$ cat config.mk
export PLATFORM = sky130hd
export DESIGN_NAME = cla_serial_wide_adder_flat
export DESIGN_NICKNAME = d
export VERILOG_FILES = /design/src/rtl/cla_serial_wide_adder_pkg.sv /design/src/rtl/cla_serial_wide_adder_if.sv /design/src/rtl/cla_serial_wide_adder_cla4_slice.sv /design/src/rtl/cla_serial_wide_adder.sv /design/src/flat_wrapper.sv
export SDC_FILE = /design/constraint.sdc
export NUM_CORES = 1
export LEC_CHECK = 0
export BUFFER_PORTS_ARGS = -buffer_cell sky130_fd_sc_hd__buf_2
export CORE_ASPECT_RATIO = 0.6
export CORE_MARGIN = 2
export CORE_UTILIZATION = 51
export CTS_BUF_LIST = sky130_fd_sc_hd__clkbuf_4 sky130_fd_sc_hd__clkbuf_8
export DETAILED_ROUTE_END_ITERATION = 8
export PLACE_DENSITY_LB_ADDON = 0.12
export SYNTH_ARGS = -nofsm -noshare
export SYNTH_HDL_FRONTEND = slang
export SYNTH_SLANG_ARGS = --single-unit
$ cat constraint.sdc
create_clock -name clk -period 3.1 [get_ports clk]
set_input_delay 0.62 -clock clk [delete_from_list [all_inputs] [get_ports clk]]
set_output_delay 0.62 -clock clk [all_outputs]
set_load 0.01 [all_outputs]
$ cat src/rtl/cla_serial_wide_adder_pkg.sv
// rtl/cla_serial_wide_adder_pkg.sv - shared types and constants for the serial CLA adder
package cla_serial_wide_adder_pkg;

    typedef enum logic [1:0] {
        ST_IDLE = 2'd0,
        ST_RUN  = 2'd1,
        ST_DONE = 2'd2
    } state_t;

    localparam int NIBBLE_W = 4;

    // Index counter width; a single-nibble adder still needs a 1-bit counter.
    function automatic int idx_width(input int nibbles);
        idx_width = (nibbles <= 1) ? 1 : $clog2(nibbles);
    endfunction

endpackage

$ cat src/rtl/cla_serial_wide_adder_if.sv
// rtl/cla_serial_wide_adder_if.sv - operand/result handshake bundle for the serial CLA adder
interface cla_serial_wide_adder_if #(
    parameter int WIDTH = 32
);
    logic             in_valid;
    logic             in_ready;
    logic [WIDTH-1:0] a;
    logic [WIDTH-1:0] b;
    logic             c_in;
    logic             out_valid;
    logic             out_ready;
    logic [WIDTH-1:0] sum;
    logic             c_out;
    logic             overflow;
    logic             busy;

    modport master (
        output in_valid, a, b, c_in, out_ready,
        input  in_ready, out_valid, sum, c_out, overflow, busy
    );

    modport slave (
        input  in_valid, a, b, c_in, out_ready,
        output in_ready, out_valid, sum, c_out, overflow, busy
    );
endinterface

$ cat src/rtl/cla_serial_wide_adder_cla4_slice.sv
// rtl/cla_serial_wide_adder_cla4_slice.sv - combinational 4-bit carry-lookahead adder slice
module cla4_slice (
    input  logic [3:0] i_a,
    input  logic [3:0] i_b,
    input  logic       i_cin,
    output logic [3:0] o_s,
    output logic       o_c3,
    output logic       o_cout
);
    logic [3:0] w_g;
    logic [3:0] w_p;
    logic [4:0] w_c;

    assign w_g = i_a & i_b;
    assign w_p = i_a | i_b;

    // Every carry is expanded straight from g/p/cin, no ripple between bits.
    assign w_c[0] = i_cin;
    assign w_c[1] = w_g[0] | (w_p[0] & i_cin);
    assign w_c[2] = w_g[1] | (w_p[1] & w_g[0]) | (w_p[1] & w_p[0] & i_cin);
    assign w_c[3] = w_g[2] | (w_p[2] & w_g[1]) | (w_p[2] & w_p[1] & w_g[0])
                  | (w_p[2] & w_p[1] & w_p[0] & i_cin);
    assign w_c[4] = w_g[3] | (w_p[3] & w_g[2]) | (w_p[3] & w_p[2] & w_g[1])
                  | (w_p[3] & w_p[2] & w_p[1] & w_g[0])
                  | (w_p[3] & w_p[2] & w_p[1] & w_p[0] & i_cin);

    assign o_s    = i_a ^ i_b ^ w_c[3:0];
    assign o_c3   = w_c[3];
    assign o_cout = w_c[4];
endmodule

$ cat src/rtl/cla_serial_wide_adder.sv
// rtl/cla_serial_wide_adder.sv - WIDTH-bit adder sequencing one shared 4-bit CLA slice, LSB nibble first
module cla_serial_wide_adder
    import cla_serial_wide_adder_pkg::*;
#(
    parameter int WIDTH = 32
) (
    input  logic                    clk,
    input  logic                    rst,
    cla_serial_wide_adder_if.slave  bus
);
    localparam int NIBBLES = WIDTH / NIBBLE_W;
    localparam int IDX_W   = idx_width(NIBBLES);

    state_t           r_state;
    state_t           w_state_next;
    logic [IDX_W-1:0] r_idx;
    logic [WIDTH-1:0] r_a;
    logic [WIDTH-1:0] r_b;
    logic [WIDTH-1:0] r_sum;
    logic             r_carry;
    logic             r_cout;
    logic             r_ovf;

    logic [3:0]       w_s;
    logic             w_c3;
    logic             w_cout;
    logic             w_last;
    logic [WIDTH-1:0] w_sum_next;
    logic             w_in_ready;
    logic             w_out_valid;
    logic             w_busy;

    cla4_slice u_slice (
        .i_a    (r_a[3:0]),
        .i_b    (r_b[3:0]),
        .i_cin  (r_carry),
        .o_s    (w_s),
        .o_c3   (w_c3),
        .o_cout (w_cout)
    );

    assign w_last     = (r_idx == IDX_W'(NIBBLES - 1));
    assign w_sum_next = (r_sum >> NIBBLE_W) | (WIDTH'(w_s) << (WIDTH - NIBBLE_W));

    always_ff @(posedge clk or posedge rst) begin
        if (rst) begin
            r_state <= ST_IDLE;
        end else begin
            r_state <= w_state_next;
        end
    end

    always_comb begin
        w_state_next = r_state;
        w_in_ready   = 1'b0;
        w_out_valid  = 1'b0;
        w_busy       = 1'b0;
        case (r_state)
            ST_IDLE: begin
                w_in_ready = 1'b1;
                if (bus.in_valid) begin
                    w_state_next = ST_RUN;
                end
            end
            ST_RUN: begin
                w_busy = 1'b1;
                if (w_last) begin
                    w_state_next = ST_DONE;
                end
            end
            ST_DONE: begin
                w_busy      = 1'b1;
                w_out_valid = 1'b1;
                if (bus.out_ready) begin
                    w_state_next = ST_IDLE;
                end
            end
            default: w_state_next = ST_IDLE;
        endcase
    end

    always_ff @(posedge clk or posedge rst) begin
        if (rst) begin
            r_idx   <= '0;
            r_a     <= '0;
            r_b     <= '0;
            r_sum   <= '0;
            r_carry <= 1'b0;
            r_cout  <= 1'b0;
            r_ovf   <= 1'b0;
        end else begin
            case (r_state)
                ST_IDLE: begin
                    if (bus.in_valid) begin
                        r_a     <= bus.a;
                        r_b     <= bus.b;
                        r_carry <= bus.c_in;
                        r_idx   <= '0;
                    end
                end
                ST_RUN: begin
                    r_a     <= r_a >> NIBBLE_W;
                    r_b     <= r_b >> NIBBLE_W;
                    r_sum   <= w_sum_next;
                    r_carry <= w_cout;
                    r_idx   <= r_idx + IDX_W'(1);
                    // Top nibble: its carries decide the final flags.
                    if (w_last) begin
                        r_cout <= w_cout;
                        r_ovf  <= w_c3 ^ w_cout;
                    end
                end
                default: ;
            endcase
        end
    end

    assign bus.in_ready  = w_in_ready;
    assign bus.out_valid = w_out_valid;
    assign bus.busy      = w_busy;
    assign bus.sum       = r_sum;
    assign bus.c_out     = r_cout;
    assign bus.overflow  = r_ovf;
endmodule

$ cat src/flat_wrapper.sv
// flat-port wrapper written by rule: the top's interface ports become plain ports
module cla_serial_wide_adder_flat import cla_serial_wide_adder_pkg::*;
#(
    parameter int WIDTH = 32
)
  (clk, rst, bus_in_valid, bus_a, bus_b, bus_c_in, bus_out_ready, bus_in_ready, bus_out_valid, bus_sum, bus_c_out, bus_overflow, bus_busy);
  cla_serial_wide_adder_if #(.WIDTH(WIDTH)) bus_i ();
  input  logic clk;
  input  logic rst;
  input wire logic [$bits(bus_i.in_valid)-1:0] bus_in_valid;
  input wire logic [$bits(bus_i.a)-1:0] bus_a;
  input wire logic [$bits(bus_i.b)-1:0] bus_b;
  input wire logic [$bits(bus_i.c_in)-1:0] bus_c_in;
  input wire logic [$bits(bus_i.out_ready)-1:0] bus_out_ready;
  output wire logic [$bits(bus_i.in_ready)-1:0] bus_in_ready;
  output wire logic [$bits(bus_i.out_valid)-1:0] bus_out_valid;
  output wire logic [$bits(bus_i.sum)-1:0] bus_sum;
  output wire logic [$bits(bus_i.c_out)-1:0] bus_c_out;
  output wire logic [$bits(bus_i.overflow)-1:0] bus_overflow;
  output wire logic [$bits(bus_i.busy)-1:0] bus_busy;
  assign bus_i.in_valid = bus_in_valid;
  assign bus_i.a = bus_a;
  assign bus_i.b = bus_b;
  assign bus_i.c_in = bus_c_in;
  assign bus_i.out_ready = bus_out_ready;
  assign bus_in_ready = bus_i.in_ready;
  assign bus_out_valid = bus_i.out_valid;
  assign bus_sum = bus_i.sum;
  assign bus_c_out = bus_i.c_out;
  assign bus_overflow = bus_i.overflow;
  assign bus_busy = bus_i.busy;
  cla_serial_wide_adder #(.WIDTH(WIDTH)) u_core (.clk(clk), .rst(rst), .bus(bus_i));
endmodule
=== Word level (Yosys, flattened, before mapping) ===
Index checks and enable logic that the tools add are counted.

* Flip-flop bits (word level): 104
* Bits of input ports: 69

* Add/subtract/negate cells: 1
* Equal/unequal tests: 6
* Muxes and demuxes: 15
* Bitwise operators: 32
* Reduce and logical (&&, ||, !) cells: 6

{| class="wikitable"
|+ Operator list
! cell !! count
|-
| one-hot mux 32 bit (2 select lines) || 2
|-
| two-way mux 32 bit || 2
|-
| OR 28 x 32 -> 32 bit || 1
|-
| AND 1 bit || 16
|-
| OR 1 bit || 10
|-
| XOR 4 bit || 2
|-
| two-way mux 2 bit || 3
|-
| one-hot mux 2 bit (3 select lines) || 1
|-
| one-hot mux 3 bit (2 select lines) || 1
|-
| AND 4 bit || 1
|-
| two-way mux 1 bit || 4
|-
| inequality test 2 bit (second input constant) || 2
|-
| OR 4 bit || 1
|-
| AND reduction 2 bit || 2
|-
| adder 3 x 1 -> 3 bit (second input constant) || 1
|-
| == test 3 bit (second input constant) || 1
|-
| two-way mux 3 bit || 1
|-
| AND reduction 3 bit || 1
|-
| == test 2 x 1 -> 1 bit (second input constant) || 1
|-
| == test 2 bit (second input constant) || 1
|-
| logical NOT 2 bit || 1
|-
| inequality test 2 x 1 -> 1 bit (second input constant) || 1
|-
| one-hot mux 1 bit (2 select lines) || 1
|-
| nonzero test 2 bit || 1
|-
| other kinds (2) || 2
|}

=== Logic depth before layout (Yosys ltp) ===
Gate-level depths: netlist of run 1.

* Depth in word-level cells: 7
* Depth in mapped cells: 8
* Mapped depth without buffers: 6

=== Modules after synthesis ===
A second synthesis of run 1 with hierarchy kept.

* Cell total of the unflattened synthesis: 434
* Area, all modules: 4892.2 sq um

{| class="wikitable"
|+ By module, submodules not included
! module !! instances !! cells an instance !! area each (sq um) !! sequential area each (sq um)
|-
| cla_serial_wide_adder || 1 || 395 || 4583.1 || 2602.5
|-
| cla4_slice || 1 || 39 || 309.0 || 0.0
|}

=== Worst setup path before layout of run 1 ===
No wires, ideal clock.

* Kind: register to register
* Start: reg u_core.r_state[0]
* End: reg u_core.r_carry
* Data arrival time: 1531 ps
* Required time: 2977 ps
* Slack: 1446 ps
* Stages on the path, launching flop included: 8
* Period minus slack after synthesis: 1654 ps
* Path through: dfrtp_1 inv_1 ha_1 buf_2 and2_1 buf_2 a21oi_1 o221a_2

* Word-level cells in the longest chain between the ends: 3
* Elaborated cells on any way between the ends: 6

{| class="wikitable"
|+ Ends and longest elaborated chain
! what !! line !! text
|-
| start: declaration || cla_serial_wide_adder.sv:14 || <nowiki>state_t r_state;</nowiki>
|-
| start signal: assignment || cla_serial_wide_adder.sv:49 || <nowiki>r_state <= w_state_next;</nowiki>
|-
| == test 2 x 1 -> 1 bit or logical NOT 2 bit (tied branches) || cla_serial_wide_adder.sv:92 || <nowiki>case (r_state)</nowiki>
|-
| nonzero test 2 bit (no source line) or inequality test 2 bit (tied branches) || n/a ||
|-
| AND reduction 2 bit (no source line) || n/a ||
|-
| end signal: assignment || cla_serial_wide_adder.sv:97 || <nowiki>r_carry <= bus.c_in;</nowiki>
|-
| end signal: assignment || cla_serial_wide_adder.sv:105 || <nowiki>r_carry <= w_cout;</nowiki>
|-
| end: declaration || cla_serial_wide_adder.sv:20 || <nowiki>logic r_carry;</nowiki>
|}

Parallel ways exist; a longest one is shown, timed or not.
A chain may end at the register's enable or synchronous reset.

=== Final worst setup path of run 1 ===
* Start: reg u_core.r_state[0]
* End: reg u_core.r_b[26]

* Word-level cells in the longest chain between the ends: 3
* Elaborated cells on any way between the ends: 6

{| class="wikitable"
|+ Ends and longest elaborated chain
! what !! line !! text
|-
| == test 2 x 1 -> 1 bit or logical NOT 2 bit (tied branches) || cla_serial_wide_adder.sv:92 ||
|-
| nonzero test 2 bit (no source line) or inequality test 2 bit (tied branches) || n/a ||
|-
| AND reduction 2 bit (no source line) || n/a ||
|-
| end signal: assignment || cla_serial_wide_adder.sv:96 || <nowiki>r_b <= bus.b;</nowiki>
|-
| end signal: assignment || cla_serial_wide_adder.sv:103 || <nowiki>r_b <= r_b >> NIBBLE_W;</nowiki>
|-
| end: declaration || cla_serial_wide_adder.sv:18 || <nowiki>logic [WIDTH-1:0] r_b;</nowiki>
|}

Parallel ways exist; a longest one is shown, timed or not.

==> results.py, run 1 <==
metrics = {
    "setup_path": {
        "critical-path-top-delay-family": "compound AO/OA/AOI/OAI gates",
        "crit_path_top_delay_cell": "o21ai_4",
        "timing.critical_path.from": "u_core.r_state[0]",
        "cp.arrival_ps": 2690,
        "critPathMaxStageDelay_ps": 880,
        "cp.required_ps": 3340,
        "r2r_start": "u_core.r_state[0]",
        "end_kind": "register",
        "worstSetupPathDepth": 5,
        "reg2reg_depth": 5,
        "crit_end": "u_core.r_b[26]",
        "cp_cell_sequence": "inv_1 -> ha_1 -> o21ai_4 -> buf_4 -> o21ai_0",
        "criticalPathCategory": "reg2reg",
        "cp.buffers_inverters": 2,
        "reg2reg_to": "u_core.r_b[26]",
        "worst-path-max-fanout": 51,
        "cp-start-kind": "register",
        "r2r_slack_ps": 650,
    },
    "synth": {
        "ys_types": 34,
        "synthTopCellsByArea": "dfrtp_1 (54%), mux2i_1 (12%), mux2_2 (7.0%)",
        "syn_inst": 439,
        "muxShareOfSynthArea_pct": 18.90,
        "synth.cell_area_mm2": 0.004860,
        "synth_warnings": 0,
        "synth.avg_cell_area_um2": 11.07,
        "yosysSeqAreaShare_pct": 53.55,
        "synth_compound_area_share_pct": 10.48,
        "yosys.area_share.simple_pct": 8.677,
        "synth_top_family_by_area": "multiplexers",
        "synth.top_cell.area_share_pct": 53.55,
        "ys_ff_latch": 104,
        "synth_xor_area_share_pct": 0.1802,
        "synthAdderAreaFrac_pct": 4.016,
        "synth_nets": 523,
        "synth_area_leader_cell": "dfrtp_1",
    },
    "timing": {
        "setup_viol": 0,
        "max_freq_mhz": 407.8,
        "worst_pin_slew_ps": 1053,
        "period_share_pct": 79.11,
        "slew_viol_final": 0,
        "setup-tns-final_ps": 0,
        "skew_ps": 8.603,
        "rsz0062_at_grt": "false",
        "fin_crit_ps": 2452,
        "hold_ws_ps": 283.4,
        "hold_viol_final": 0,
        "timing.slew.headroom_pct": 29.50,
    },
    "power": {
        "total_power_mw": 6.098,
        "swShare_pct": 38.96,
        "pwr-share-clk_pct": 14.5,
        "internal_power_mw": 3.722,
        "switchingPower_mw": 2.376,
        "power.density_mw_per_mm2": 1066,
        "vdd_drop_max_mv": 0.4078,
        "p_leak_nw": 2.717,
        "p_seq_share_pct": 39.8,
        "combPwrFrac_pct": 45.7,
    },
    "cts": {
        "cts_hold_buffers": 0,
        "insertion_delay_ps": 370,
        "cts_resized": 0,
        "cts_max_level": 3,
        "cts_root_buffer": "clkbuf_8",
        "cts_tree": "yes",
        "cts_buffers": 9,
        "ctsLongestPathBuffers": 2,
        "cts_sinks": 104,
        "postCtsSetupRepairBufs": 0,
        "cts.clk_slew.worst_paths_ps": 90,
    },
    "layout": {
        "drive_above_1_share_pct": 30.37,
        "synthToLayoutAreaGrowth_pct": 17.71,
        "nets": 619,
        "antennaDiodeCount": 0,
        "nFillCells": 792,
    },
    "global_routing": {
        "grt_max_degree": 54,
        "grt_use_total_pct": 20.92,
        "grt.overflow.total": 0,
        "antenna_found_initial": 1,
        "grt_pass1_wl_um": 16590,
        "grt_pass1_vias": 3373,
    },
    "floorplanning": {
        "start_util_pct": 52.69,
        "core_mm2": 0.009223,
        "io_pins": 106,
        "die_w_um": 130.0,
        "fp-row-count": 27,
        "dieHeight_um": 79.61,
        "die-area_mm2": 0.01035,
    },
    "place": {
        "port_buffers": 105,
        "hpwlAfterDp_um": 7186,
        "routabilityCongestion": 0.7809,
    },
    "route": {
        "vias": 3416,
        "viasPerCell": 5.099,
        "drc_errors": 0,
        "drt_wl_total_um": 9929,
        "drt_iter0_markers": 148,
        "avgRoutedWirePerCell_um": 14.82,
        "drtAntennaViolNets": 0,
        "first_pass_iters": 5,
    },
    "worst_hold_path": {
        "hold_path.class": "in2async",
    },
    "flow_run": {
        "drv_cap": 0,
    },
    "status": {
        "status": "complete, no violations",
    },
}
## registers in the layout, indices dropped and copies added, names as in the netlist
| signal | count |
|---|---|
| u_core.bus.overflow | 1 |
| u_core.r_state | 2 |
| u_core.bus.sum | 32 |
| u_core.r_a | 32 |
| u_core.r_b | 32 |
| u_core.r_idx | 3 |
| u_core.bus.c_out | 1 |
| u_core.r_carry | 1 |
## metrics by stage
step           cells  setup slack (ps)  instance area, um2  util [%]
5_1_grt          670             351.0                5720     62.03
3_5_place_dp     654             610.5                5509     59.73
2_1_floorplan    439              1234                4863         -
6_report         670             647.5                5720     62.03
4_1_cts          670             615.6                5720     62.03
3_3_place_gp     654             703.4                5509     59.73
## power groups by stage
stage,logic [mW],clock network [mW],registers (mW)
after floorplan,2.08,0,2.43
after global placement,2.73,0,2.42
after detailed placement,2.83,0,2.45
after CTS,2.83,0.912,2.43
after global routing,3.15,0.967,2.52
final,2.79,0.884,2.43
## layout make-up
type	count	area, um2	area share, %
tap	130	162.7	2.843
timing repair buffer	112	603.1	10.54
clock buffer	12	158.9	2.778
inverter	17	67.56	1.181
clock inverter	4	52.55	0.9186
sequential	104	2603	45.49
multi-input combinational	291	2073	36.24
## how the worst min path moves through the flow
| stage | start | to | slack [ps] | depth (start not counted) |
|---|---|---|---|---|
| floorplan | u_core.r_a[19] | u_core.r_a[19] | 450 | 2 |
| global placement | u_core.r_b[4] | u_core.r_b[4] | 460 | 2 |
| detailed placement | u_core.r_b[27] | u_core.r_b[27] | 470 | 2 |
| CTS | rst | u_core.bus.sum[23] | 280 | 2 |
| global route | rst | u_core.bus.sum[23] | 300 | 2 |
| finish | rst | u_core.bus.sum[23] | 280 | 2 |
## synthesized netlist by cell type
| master | instances |
|---|---|
| a21oi_1 | 12 |
| a221o_1 | 1 |
| a221oi_1 | 1 |
| a31o_1 | 1 |
| a32o_1 | 2 |
| and2_1 | 1 |
| buf_1 | 1 |
| buf_2 | 13 |
| buf_4 | 6 |
| clkbuf_1 | 7 |
| dfrtp_1 | 104 |
| fa_1 | 1 |
| ha_1 | 14 |
| inv_1 | 17 |
| mux2_2 | 30 |
| mux2i_1 | 58 |
| nand2_1 | 72 |
| nand2b_1 | 1 |
| nand4_1 | 1 |
| nor2_1 | 3 |
| nor2b_1 | 12 |
| nor2b_4 | 1 |
| nor3_1 | 1 |
| nor3b_1 | 1 |
| o211ai_1 | 1 |
| o21ai_0 | 57 |
| o21ai_1 | 12 |
| o21ai_2 | 1 |
| o21bai_1 | 1 |
| o221a_2 | 1 |
| o311a_4 | 1 |
| or2b_1 | 1 |
| or3_1 | 2 |
| xnor2_1 | 1 |
## cell families (layout without fill, tap and decap cells)
kind of cell,count (synthesis),in the layout
muxes,88,88
buffers and inverters,44,145
DFF,104,104
AOI/OAI and AO/OA,91,91
xor gates and xnor gates,1,1
and+or+nand+nor,96,96
adders and majority gates,15,15
## per-layer routing
| metal | track usage [%] | vias to the layer above | wire, um | part of all wire (%) |
|---|---|---|---|---|
| met4 | 6.452 | 2 | 132 | 1.3 |
| met5 | 0 | - | 13 | 0.13 |
| met1 | 29.61 | 1632 | 4832 | 49 |
| met2 | 30.79 | 74 | 4329 | 44 |
| li1 | - | 1695 | - | - |
| met3 | 6.769 | 13 | 620 | 6.2 |
## placed cells by master, fill, tap and decap left out, types with 2 or more instances in the layout
master,synthesis,routed
nor2b_1,12,12
inv_1,17,16
nand2_1,72,72
a32o_1,2,2
mux2i_1,58,58
o21ai_0,57,57
clkinvlp_4,0,4
mux2_2,30,30
or3_1,2,2
ha_1,14,13
buf_4,6,5
buf_2,13,105
a21oi_1,12,12
o21ai_1,12,12
buf_12,0,2
nor2_1,3,3
dfrtp_1,104,104
clkbuf_8,0,11
Power figures use the tool's default switching activity.
==> run 2, diff against run 1 <==
Clock period 3.1 ns to 2.1 ns, I/O delays scaled along.
==> run 2 against run 1 <==
Compared with the run above:
- utilization rose by 0.73 points
- non-clock buffer count rose by 3
- sequential cell count unchanged
- setup slack lost 500 ps
- hold slack worse by 260 ps
- count of clock-buffer cells in the layout down 1
- clock skew shrank 0.55 ps
- global-route usage fell by 0.45 points
- combinational power increased by 52%
- critical path type is now reg2out
- largest cell class unchanged
==> results.py, run 2 (synthesis results as in run 1) <==
metrics = {
    "timing": {
        "skew_ps": 8.050,
        "hold_viol_final": 0,
        "finalWorstSetupSlack_ps": 150.1,
        "setup-tns-final_ps": 0,
        "max_freq_mhz": 512.9,
        "worst_pin_slew_ps": 508.3,
        "setup_viol": 0,
        "fin_crit_ps": 1950,
        "slew_viol_final": 0,
        "period_share_pct": 92.85,
        "timing.slew.headroom_pct": 65.98,
        "rsz0062_at_grt": "false",
    },
    "route": {
        "first_pass_iters": 4,
        "route.layer.met1.wl_um": 4907,
        "dr_wl_met3_um": 714,
        "drc_errors": 0,
        "drt_iter0_markers": 177,
        "wl_met2_um": 4050,
        "vias": 3331,
        "viasPerCell": 4.949,
        "drtAntennaViolNets": 0,
        "drt_wl_total_um": 9759,
        "dr.max_layer_used": "met4",
        "avgRoutedWirePerCell_um": 14.50,
    },
    "power": {
        "p_leak_nw": 2.752,
        "p_seq_share_pct": 39.3,
        "pwr-share-clk_pct": 14.1,
        "switchingPower_mw": 3.507,
        "power.density_mw_per_mm2": 1571,
        "combPwrFrac_pct": 46.6,
        "swShare_pct": 38.56,
        "vdd_drop_max_mv": 0.6822,
        "total_power_mw": 9.094,
        "internal_power_mw": 5.587,
    },
    "cts": {
        "cts_max_level": 3,
        "cts_buffers": 9,
        "cts_sinks": 104,
        "cts.clk_slew.worst_paths_ps": 100,
        "insertion_delay_ps": 370,
        "cts_hold_buffers": 0,
        "cts_root_buffer": "clkbuf_8",
        "cts_resized": 0,
        "postCtsSetupRepairBufs": 0,
        "cts_tree": "yes",
        "ctsLongestPathBuffers": 2,
    },
    "setup_path": {
        "crit_path_top_delay_cell": "dfrtp_1",
        "criticalPathCategory": "reg2out",
        "critPathMaxStageDelay_ps": 420,
        "cp.required_ps": 1680,
        "worst-path-max-fanout": 6,
        "cp_cell_sequence": "inv_1 -> ha_1 -> buf_4 -> buf_2",
        "end_kind": "output pin",
        "cp-start-kind": "register",
        "cp.arrival_ps": 1530,
    },
    "floorplanning": {
        "die_w_um": 130.0,
        "fp-row-count": 27,
        "die-area_mm2": 0.01035,
        "start_util_pct": 52.69,
        "io_pins": 106,
        "dieHeight_um": 79.61,
        "core_mm2": 0.009223,
    },
    "layout": {
        "mostFrequentLayoutCells": "buf_2 (105), dfrtp_1 (104), nand2_1 (72), mux2i_1 (58), o21ai_0 (57)",
        "final_util_pct": 62.76,
        "nets": 622,
        "antennaDiodeCount": 0,
        "drive_above_1_share_pct": 30.76,
        "layout_commonest_cell": "buf_2",
        "synthToLayoutAreaGrowth_pct": 19.10,
    },
    "flow_run": {
        "drv_cap": 0,
    },
    "place": {
        "dp_slack_ps": 308.7,
        "port_buffers": 105,
        "hpwlAfterDp_um": 6949,
        "routabilityCongestion": 0.7526,
    },
    "global_routing": {
        "grt_max_degree": 65,
        "antenna_found_initial": 0,
        "grt_use_total_pct": 20.47,
        "grt.overflow.total": 0,
        "grt_pass1_wl_um": 16220,
        "grt_pass1_vias": 3258,
    },
    "status": {
        "status": "complete, no violations",
    },
    "worst_hold_path": {
        "hold_path.class": "in2async",
    },
}
[run 2: path summary, 6_finish.rpt]
check	endpoint	from	cells past startpoint	slack [ps]
min in group clk	u_core.r_b[14]	bus_b[14]	3	320
min reg2reg	u_core.r_a[19]	u_core.r_a[19]	2	490
max	bus_in_ready	u_core.r_state[0]	4	150
min	u_core.bus.sum[23]	rst	2	30
max reg2reg	u_core.r_a[7]	u_core.r_state[0]	6	280
max in group asynchronous	u_core.r_idx[0]	rst	3	1480
[run 2: per-layer routing]
layer / vias to the layer above / global-route usage (%)
met1: 1553 / 30.30
met3: 9 / 7.641
met5: - / 0
met4: 0 / 4.731
met2: 72 / 28.48
li1: 1697 / -
[run 2: critical path, delay by kind of cell, from the launching register on]
| family | cells | cell delay [ps] |
|---|---|---|
| buffers and inverters | 3 | 460 |
| DFF | 1 | 420 |
| adders and majority gates | 1 | 290 |
[run 2: power groups by stage]
| stage | logic, mW | clock network (mW) | registers, mW |
|---|---|---|---|
| 6_report | 4.24 | 1.29 | 3.57 |
| 5_1_grt | 4.80 | 1.42 | 3.70 |
| 4_1_cts | 4.31 | 1.34 | 3.58 |
| 3_5_place_dp | 4.31 | 0 | 3.61 |
| 3_3_place_gp | 4.17 | 0 | 3.57 |
| 2_1_floorplan | 3.07 | 0 | 3.59 |
[run 2: final cells by class]
cell class,instances,area [um2]
Clock inverter,5,55.05
Tap cell,130,162.7
Clock buffer,11,151.4
Fill cell,781,3435
Sequential cell,104,2603
Multi-Input combinational cell,291,2073
Inverter,17,67.56
Timing Repair Buffer,115,675.6
[run 2: through the flow]
stage / area [um2] / hold slack, ps / cells
finish: 5788 / 25.71 / 673
global route: 5788 / 13.18 / 673
global placement: 5582 / 430.0 / 657
detailed placement: 5582 / 435.4 / 657
CTS: 5788 / 7.274 / 673
floorplan: 4863 / 449.5 / 439
